==> src/rtl/sseg_display_ctrl.sv <==
// Multiplexed N-digit seven-segment controller: double-dabble binary->BCD, digit scan, blink, LZ blanking.
// Latency: busy for NUM_WIDTH clks after load; an/cat registered one clk after the digit select moves.
// Backpressure: none; load is ignored while busy, and the display keeps the last completed value.
module sseg_display_ctrl #(
    parameter int NUM_DIGITS  = 4,
    parameter int NUM_WIDTH   = 14,
    parameter int REFRESH_DIV = 20000,
    parameter int BLINK_DIV   = 250,
    parameter int AN_ACT_LOW  = 1,
    parameter int CAT_ACT_LOW = 1
) (
    input  logic                  clk,
    input  logic                  rst,
    input  logic                  load,
    input  logic [NUM_WIDTH-1:0]  num,
    input  logic [NUM_DIGITS-1:0] dig_en,
    input  logic [NUM_DIGITS-1:0] dp_en,
    input  logic [NUM_DIGITS-1:0] blink_en,
    input  logic                  lz_blank,
    output logic                  busy,
    output logic                  overflow,
    output logic [NUM_DIGITS-1:0] an,
    output logic [7:0]            cat
);

    // Work register must hold every decimal digit of the widest input, plus at least one guard nibble.
    localparam int BCD_DIG = (NUM_DIGITS + 1 > (NUM_WIDTH + 2) / 3) ? NUM_DIGITS + 1 : (NUM_WIDTH + 2) / 3;
    localparam int BCD_W   = 4 * BCD_DIG;
    localparam int SHD_W   = 4 * NUM_DIGITS;
    localparam int CNT_W   = (NUM_WIDTH > 1) ? $clog2(NUM_WIDTH) : 1;
    localparam int REF_W   = $clog2(REFRESH_DIV);
    localparam int BLK_W   = (BLINK_DIV > 1) ? $clog2(BLINK_DIV) : 1;
    localparam int SEL_W   = (NUM_DIGITS > 1) ? $clog2(NUM_DIGITS) : 1;
    localparam logic AN_INV  = (AN_ACT_LOW != 0);
    localparam logic CAT_INV = (CAT_ACT_LOW != 0);

    localparam logic [0:0] S_IDLE = 1'b0;
    localparam logic [0:0] S_CONV = 1'b1;

    logic [0:0]            state;
    logic [CNT_W-1:0]      conv_cnt;
    logic [NUM_WIDTH-1:0]  bin_reg, bin_nxt;
    logic [BCD_W-1:0]      bcd_reg, bcd_adj, bcd_nxt;
    logic [SHD_W-1:0]      shadow;

    logic [REF_W-1:0]      ref_cnt;
    logic                  tick;
    logic [SEL_W-1:0]      dig_sel;
    logic [BLK_W-1:0]      blk_cnt;
    logic                  blink_ph;

    logic [3:0]            nib;
    logic                  upper_zero, sel_en, sel_dp, sel_blink, lz_hit, lit;
    logic [6:0]            glyph;
    logic [NUM_DIGITS-1:0] an_int;
    logic [7:0]            cat_int;

    assign busy = (state == S_CONV);
    assign tick = (ref_cnt == REF_W'(REFRESH_DIV - 1));

    always_comb begin
        bcd_adj = bcd_reg;
        for (int k = 0; k < BCD_DIG; k++) begin
            if (bcd_adj[4*k +: 4] >= 4'd5) begin
                bcd_adj[4*k +: 4] = bcd_adj[4*k +: 4] + 4'd3;
            end
        end
        bcd_nxt = {bcd_adj[BCD_W-2:0], bin_reg[NUM_WIDTH-1]};
        bin_nxt = bin_reg << 1;
    end

    always_ff @(posedge clk) begin
        if (rst) begin
            state    <= S_IDLE;
            conv_cnt <= '0;
            bin_reg  <= '0;
            bcd_reg  <= '0;
            shadow   <= '0;
            overflow <= 1'b0;
        end else begin
            case (state)
                S_IDLE: begin
                    if (load) begin
                        bin_reg  <= num;
                        bcd_reg  <= '0;
                        conv_cnt <= '0;
                        state    <= S_CONV;
                    end
                end
                default: begin
                    bin_reg <= bin_nxt;
                    bcd_reg <= bcd_nxt;
                    if (conv_cnt == CNT_W'(NUM_WIDTH - 1)) begin
                        shadow   <= bcd_nxt[SHD_W-1:0];
                        overflow <= |bcd_nxt[BCD_W-1:SHD_W];
                        state    <= S_IDLE;
                    end else begin
                        conv_cnt <= conv_cnt + 1'b1;
                    end
                end
            endcase
        end
    end

    always_ff @(posedge clk) begin
        if (rst) begin
            ref_cnt  <= '0;
            dig_sel  <= '0;
            blk_cnt  <= '0;
            blink_ph <= 1'b0;
        end else if (tick) begin
            ref_cnt <= '0;
            dig_sel <= (dig_sel == SEL_W'(NUM_DIGITS - 1)) ? '0 : dig_sel + 1'b1;
            if (blk_cnt == BLK_W'(BLINK_DIV - 1)) begin
                blk_cnt  <= '0;
                blink_ph <= ~blink_ph;
            end else begin
                blk_cnt <= blk_cnt + 1'b1;
            end
        end else begin
            ref_cnt <= ref_cnt + 1'b1;
        end
    end

    // Digit mux plus a scan of the selected nibble and everything above it for blanking.
    always_comb begin
        nib        = 4'd0;
        upper_zero = 1'b1;
        sel_en     = 1'b0;
        sel_dp     = 1'b0;
        sel_blink  = 1'b0;
        for (int k = 0; k < NUM_DIGITS; k++) begin
            if (SEL_W'(k) == dig_sel) begin
                nib       = shadow[4*k +: 4];
                sel_en    = dig_en[k];
                sel_dp    = dp_en[k];
                sel_blink = blink_en[k];
            end
            if (k >= int'(dig_sel) && shadow[4*k +: 4] != 4'd0) begin
                upper_zero = 1'b0;
            end
        end
        lz_hit = lz_blank && (dig_sel != '0) && !overflow && upper_zero;
        lit    = sel_en && !(sel_blink && blink_ph) && !lz_hit;
        case (nib)
            4'd0:    glyph = 7'h3F;
            4'd1:    glyph = 7'h06;
            4'd2:    glyph = 7'h5B;
            4'd3:    glyph = 7'h4F;
            4'd4:    glyph = 7'h66;
            4'd5:    glyph = 7'h6D;
            4'd6:    glyph = 7'h7D;
            4'd7:    glyph = 7'h07;
            4'd8:    glyph = 7'h7F;
            4'd9:    glyph = 7'h6F;
            4'd10:   glyph = 7'h77;
            4'd11:   glyph = 7'h7C;
            4'd12:   glyph = 7'h39;
            4'd13:   glyph = 7'h5E;
            4'd14:   glyph = 7'h79;
            default: glyph = 7'h71;
        endcase
        if (overflow) begin
            glyph = 7'h40;
        end
        an_int  = lit ? (NUM_DIGITS'(1) << dig_sel) : '0;
        cat_int = lit ? {sel_dp, glyph} : 8'h00;
    end

    always_ff @(posedge clk) begin
        if (rst) begin
            an  <= {NUM_DIGITS{AN_INV}};
            cat <= {8{CAT_INV}};
        end else begin
            an  <= an_int ^ {NUM_DIGITS{AN_INV}};
            cat <= cat_int ^ {8{CAT_INV}};
        end
    end

endmodule
==> config.mk <==
export PLATFORM = sky130hd
export DESIGN_NAME = sseg_display_ctrl
export DESIGN_NICKNAME = d
export VERILOG_FILES = /design/src/rtl/sseg_display_ctrl.sv
export SDC_FILE = /design/constraint.sdc
export NUM_CORES = 1
export LEC_CHECK = 0
export CAP_MARGIN = 30
export CORE_AREA = 2 2 107 109
export CTS_BUF_LIST = sky130_fd_sc_hd__clkbuf_16
export DETAILED_ROUTE_END_ITERATION = 16
export DIE_AREA = 0 0 109 111
export PLACE_DENSITY = 0.74
export SYNTH_ARGS = -nofsm -noshare
export SYNTH_HDL_FRONTEND = slang
export SYNTH_SLANG_ARGS = --single-unit
==> constraint.sdc <==
create_clock -name clk -period 2.3 [get_ports clk]
set_input_delay 0.345 -clock clk [delete_from_list [all_inputs] [get_ports clk]]
set_output_delay 0.345 -clock clk [all_outputs]
set_load 0.02 [all_outputs]
# Word-level counts from Yosys, hierarchy flattened
# Memories as Yosys holds them, arrays and structs flattened.
# Index checks and enable logic that the tools add are counted.
# Widths: inputs -> output; s select.
op_classes:
  addsub: 9
  n_shift: 1
  bitwise_logic: 3
  reduce_logical: 25
  order_cmp: 8
  mux: 40
  eq_ne: 8
op_table:
  columns: ["operator", "n"]
  rows:
  - ["$mux 4", 12]
  - ["$mux 20", 2]
  - ["$mux 14", 2]
  - ["$ge 4x3->1 const B", 5]
  - ["$mux 1", 19]
  - ["$add 4x2->4 const B", 4]
  - ["$mux 8", 2]
  - ["$reduce_bool 4->1", 4]
  - ["$add 15x1->15 const B", 1]
  - ["$eq 15x15->1 const B", 1]
  - ["$logic_and 1x1->1", 9]
  - ["$add 8x1->8 const B", 1]
  - ["$eq 8x8->1 const B", 1]
  - ["$not 8->8", 1]
  - ["$mux 7", 1]
  - ["$reduce_and 2->1", 3]
  - ["$add 4x1->4 const B", 1]
  - ["$eq 2x2->1 const A", 2]
  - ["$eq 4x4->1 const B", 1]
  - ["$ge 1x2->1 const A", 2]
  - ["$not 4->4", 1]
  - ["$reduce_bool 2->1", 2]
  - ["$reduce_or 2->1", 2]
  - ["$reduce_or 4->1", 1]
  - ["other kinds (12)", 14]
totals:
  romBits: 112
  reg_bits: 94
  n_memories: 1
  in_bits: 30
mem_list:
  columns: ["memory", "depth", "word_bits", "read_ports", "rd_clocked_by_memory_dff", "write_ports", "line", "rtl"]
  rows:
  - ["(no name shown)", 16, 7, 1, 0, 0, "145", "case (nib)"]

# Longest topological paths before layout
# Gate-level depths: netlist (run 1).
depth:
  ltp_word: 11
  depth_mapped: 10

# Worst setup path before layout (run 1)
# No wires, ideal clock.
synth_timing:
  path_type: "register to register"
  from: "register dig_sel[1]"
  to: "register cat[0]"
  path_stages_with_launch: 11
  n_path_buf: 1
  synth_period_minus_slack_ps: 2379
  required_time_ps: 2173
  setup_slack_ps: -79
  arrival_ps: 2252
  path_cell_list: "dfxtp_1 inv_1 ha_1 buf_4 nand3b_1 a221oi_2 inv_1 ha_1 or3_1 o221ai_1 nand2_1"
synth_via:
  elab_chain_cells: 11
  elab_cells_between_ends: 39
  classes_between: "order compare (3); eq/ne (3); mux (18); bitwise (1); reduce/logical (13); memory (1)"
synth_rtl:
  columns: ["element", "line", "rtl"]
  rows:
  - ["from (decl)", "48", "logic [SEL_W-1:0] dig_sel;"]
  - ["from (signal assigned)", "113", "dig_sel <= (dig_sel == SEL_W'(NUM_DIGITS - 1)) ? '0 : dig_sel + 1'b1;"]
  - ["branches (longest 9 deep; another with $mem_v2 16x7)", null, null]
  - ["$mux 8 *", "167", "cat_int = lit ? {sel_dp, glyph} : 8'h00;"]
  - ["$not 8->8 (no line) *", null, null]
  - ["to (signal assigned)", "173", "cat <= {8{CAT_INV}};"]
  - ["to (signal assigned)", "176", "cat <= cat_int ^ {8{CAT_INV}};"]
  - ["to (decl)", "23", "output logic [7:0] cat"]
# Every way passes the cells marked *.
# A chain may end at the register's enable or synchronous reset.

# Worst setup path in the final report (run 1)
layout_timing:
  from: "register dig_sel[0]"
  to: "register cat[6]"
# Same word-level chain as after synthesis.

==> results.json, run 1 <==
{
  "synth-edff-count": 0,
  "grt_antenna_before_repair": 0,
  "timing.setup.tns_ps": 0,
  "grt_use_total_pct": 17.1,
  "nNetsFinal": 677,
  "start_util_pct": 43.2,
  "hold_class": "in -> reg",
  "dr.pass1.iters": 4,
  "yosys.area.top_type": "dfxtp_1",
  "num_antenna_cells": 0,
  "grt_overflow": 0,
  "required_ps": 2510,
  "cp.arrival_ps": 2460,
  "vdd_drop_max_mv": 0.431,
  "final-setup-viol-count": 0,
  "fin_worst_skew_ps": 8.16,
  "synthTopCellsByArea": "dfxtp_1 (39%), nor2_1 (7.0%), ha_1 (6.8%), a21oi_1 (6.4%), mux2i_1 (4.2%)",
  "crit_fanout": 8,
  "drv_slew": 0,
  "p_leak_nw": 2.12,
  "relSlewSlack_pct": 61.7,
  "drt-initial-drc-count": 202,
  "synth-seq-area-share_pct": 39.3,
  "cts_buffer_depth": 2,
  "hold_viol": 0,
  "synth.most_common_cell": "dfxtp_1",
  "portBuffers": 43,
  "routedWlPerCell_um": 12.9,
  "grt_pass1_vias": 3859,
  "final_antenna_net_count": 0,
  "holdWs_ps": 267,
  "yosys-top-cells-count": "dfxtp_1 (94), nor2_1 (89), a21oi_1 (61)",
  "ys.flop_type": "dfxtp_1",
  "status": "finished, final reports clean",
  "syn_avg_cell_area_um2": 8.25,
  "std_cell_rows": 39,
  "clk_latency_ps": 340,
  "cts_root_buf": "clkbuf_16",
  "yosys.cell_types.count": 48,
  "cts_tree": "built",
  "fmax_ghz": 0.443,
  "htreeDepth": 3,
  "vias": 4047,
  "viasPerCell": 5.26,
  "postSynthCellCount": 580,
  "fin_util_pct": 51.4,
  "syn_to_final_growth_pct": 19.1,
  "grt_pass1_wl_um": 16800,
  "power_density_mw_per_mm2": 587,
  "synth_top_area_share_pct": 39.3,
  "worstSetupStartpointType": "flop",
  "place_congestion": 0.898,
  "worstSetupPathType": "reg -> reg",
  "drive_above_1_share_pct": 7.99,
  "die_h_um": 111,
  "wirelength_um": 9930,
  "syn_nets": 636,
  "synth_seq_cells": 94,
  "clock-sinks": 94,
  "drv_cap": 0,
  "netlist_area_mm2": 0.00478,
  "endpoint_kind": "flop",
  "drc_errors": 0,
  "dieArea_mm2": 0.0121,
  "tightest_slew_ps": 574,
  "finalCriticalPeriod_ps": 2260,
  "placed_area_mm2": 0.00538,
  "largest_register_ffs": 20,
  "fin_crit_sh_pct": 98.1,
  "io_pins": 44,
  "cts_inserted_buffers": 9,
  "coreArea_mm2": 0.0111,
  "clk_pin_slew_ps": 60,
  "dp_hpwl_um": 7120,
  "post-route-cell-area_mm2": 0.00570,
  "yosysWarnings": 0,
  "fp.dieW_um": 109,
  "grt_max_degree": 57,
  "async_flop_share_pct": 0,
  "fillers": 1030
}
per-stage QoR:
stage,std cells,worst slack [ps],total power (W)
after detailed placement,751,26.0,0.00196
after global placement,751,145,0.00195
after floorplan,580,15.3,0.00185
final,769,44.1,0.00334
after global routing,769,-57.6,0.00347
after CTS,767,13.7,0.00339
layout by cell type, fill, tap and decap left out, drive strengths merged, types with 2 or more instances in the layout:
master         count
a211oi            11
a21o               3
a21oi             62
a221oi             4
a311oi             2
and2               2
and3               2
and4               2
buf               19
clkbuf             9
clkdlybuf4s50     42
clkinv             3
dfxtp             94
ha                26
inv               29
mux2i             20
nand2             53
nand2b            12
nand3             13
nand3b             5
nand4             12
nor2              89
nor2b              5
nor3              29
nor3b             13
nor4               4
nor4b              3
nor4bb             2
o21ai             16
o221ai             4
o31ai              2
xnor2             11
xor2              16
cell type report:
cell class                 instances  area (µm²)  area share [%]
sequential                        94        1890            33.1
multi-input combinational        429        2690            47.2
tap                              143         179            3.14
inverter                          26        97.6            1.71
clock buffer                       9         225            3.95
timing repair buffer              61         561            9.84
clock inverter                     7        58.8            1.03
worst paths after layout:
kind	start	end	slack [ps]	cells after the start
worst max-delay path	dig_sel[0]$_SDFFE_PP0N_	cat[6]$_SDFF_PP1_	40	8
worst min-delay path	rst	dig_sel[1]$_SDFFE_PP0N_	270	2
worst min register to register	ref_cnt[0]$_SDFF_PP0_	ref_cnt[0]$_SDFF_PP0_	470	1
worst max register to register	dig_sel[0]$_SDFFE_PP0N_	cat[6]$_SDFF_PP1_	40	8
report_power, final:
part           switching, W  internal, W  total [W]
Combinational      0.000125     0.000111   0.000236
Clock              0.000600     0.000826    0.00143
Sequential        0.0000216      0.00166    0.00168
Total              0.000746      0.00260    0.00334
critical path, stage by stage (launching register included):
cell,delay (ps)
dfxtp_2,380
inv_1,70
ha_2,230
a211oi_1,480
a221oi_4,150
ha_1,250
nor2b_1,140
a211oi_1,310
o31ai_1,110
metal layers:
layer,GRT usage [%],vias to the layer above,share of wire (%),wire length [µm]
met1,20.4,1864,46,4520
met2,28.5,84,47,4640
met4,6.58,0,2.3,233
met5,0,-,0,0
met3,5.11,22,5.4,532
li1,-,2077,-,-
timing repair:
item	4_1_cts	5_1_grt
hold buffers	0	0
gates resized for setup	0	6
buffers inserted	0	2
hold endpoints to repair	0	0
endpoints found under the setup margin	0	5
cell families after synthesis:
group / Yosys count / share of synthesized area [%]
buffers and inverters: 57 / 5.18
DFF: 94 / 39.3
and+or+nand+nor: 247 / 24.9
adders and majority gates: 26 / 6.80
muxes: 20 / 4.19
xor gates and xnor gates: 27 / 4.94
AOI/OAI and AO/OA: 109 / 14.6
Note: power is estimated with default switching activity, not from simulation.
==> run 2, diff against run 1 <==
- CAP_MARGIN: 30 -> not set
==> results of run 2 <==
Same layout as run 1: the final DEF is identical, and so are final timing and power.
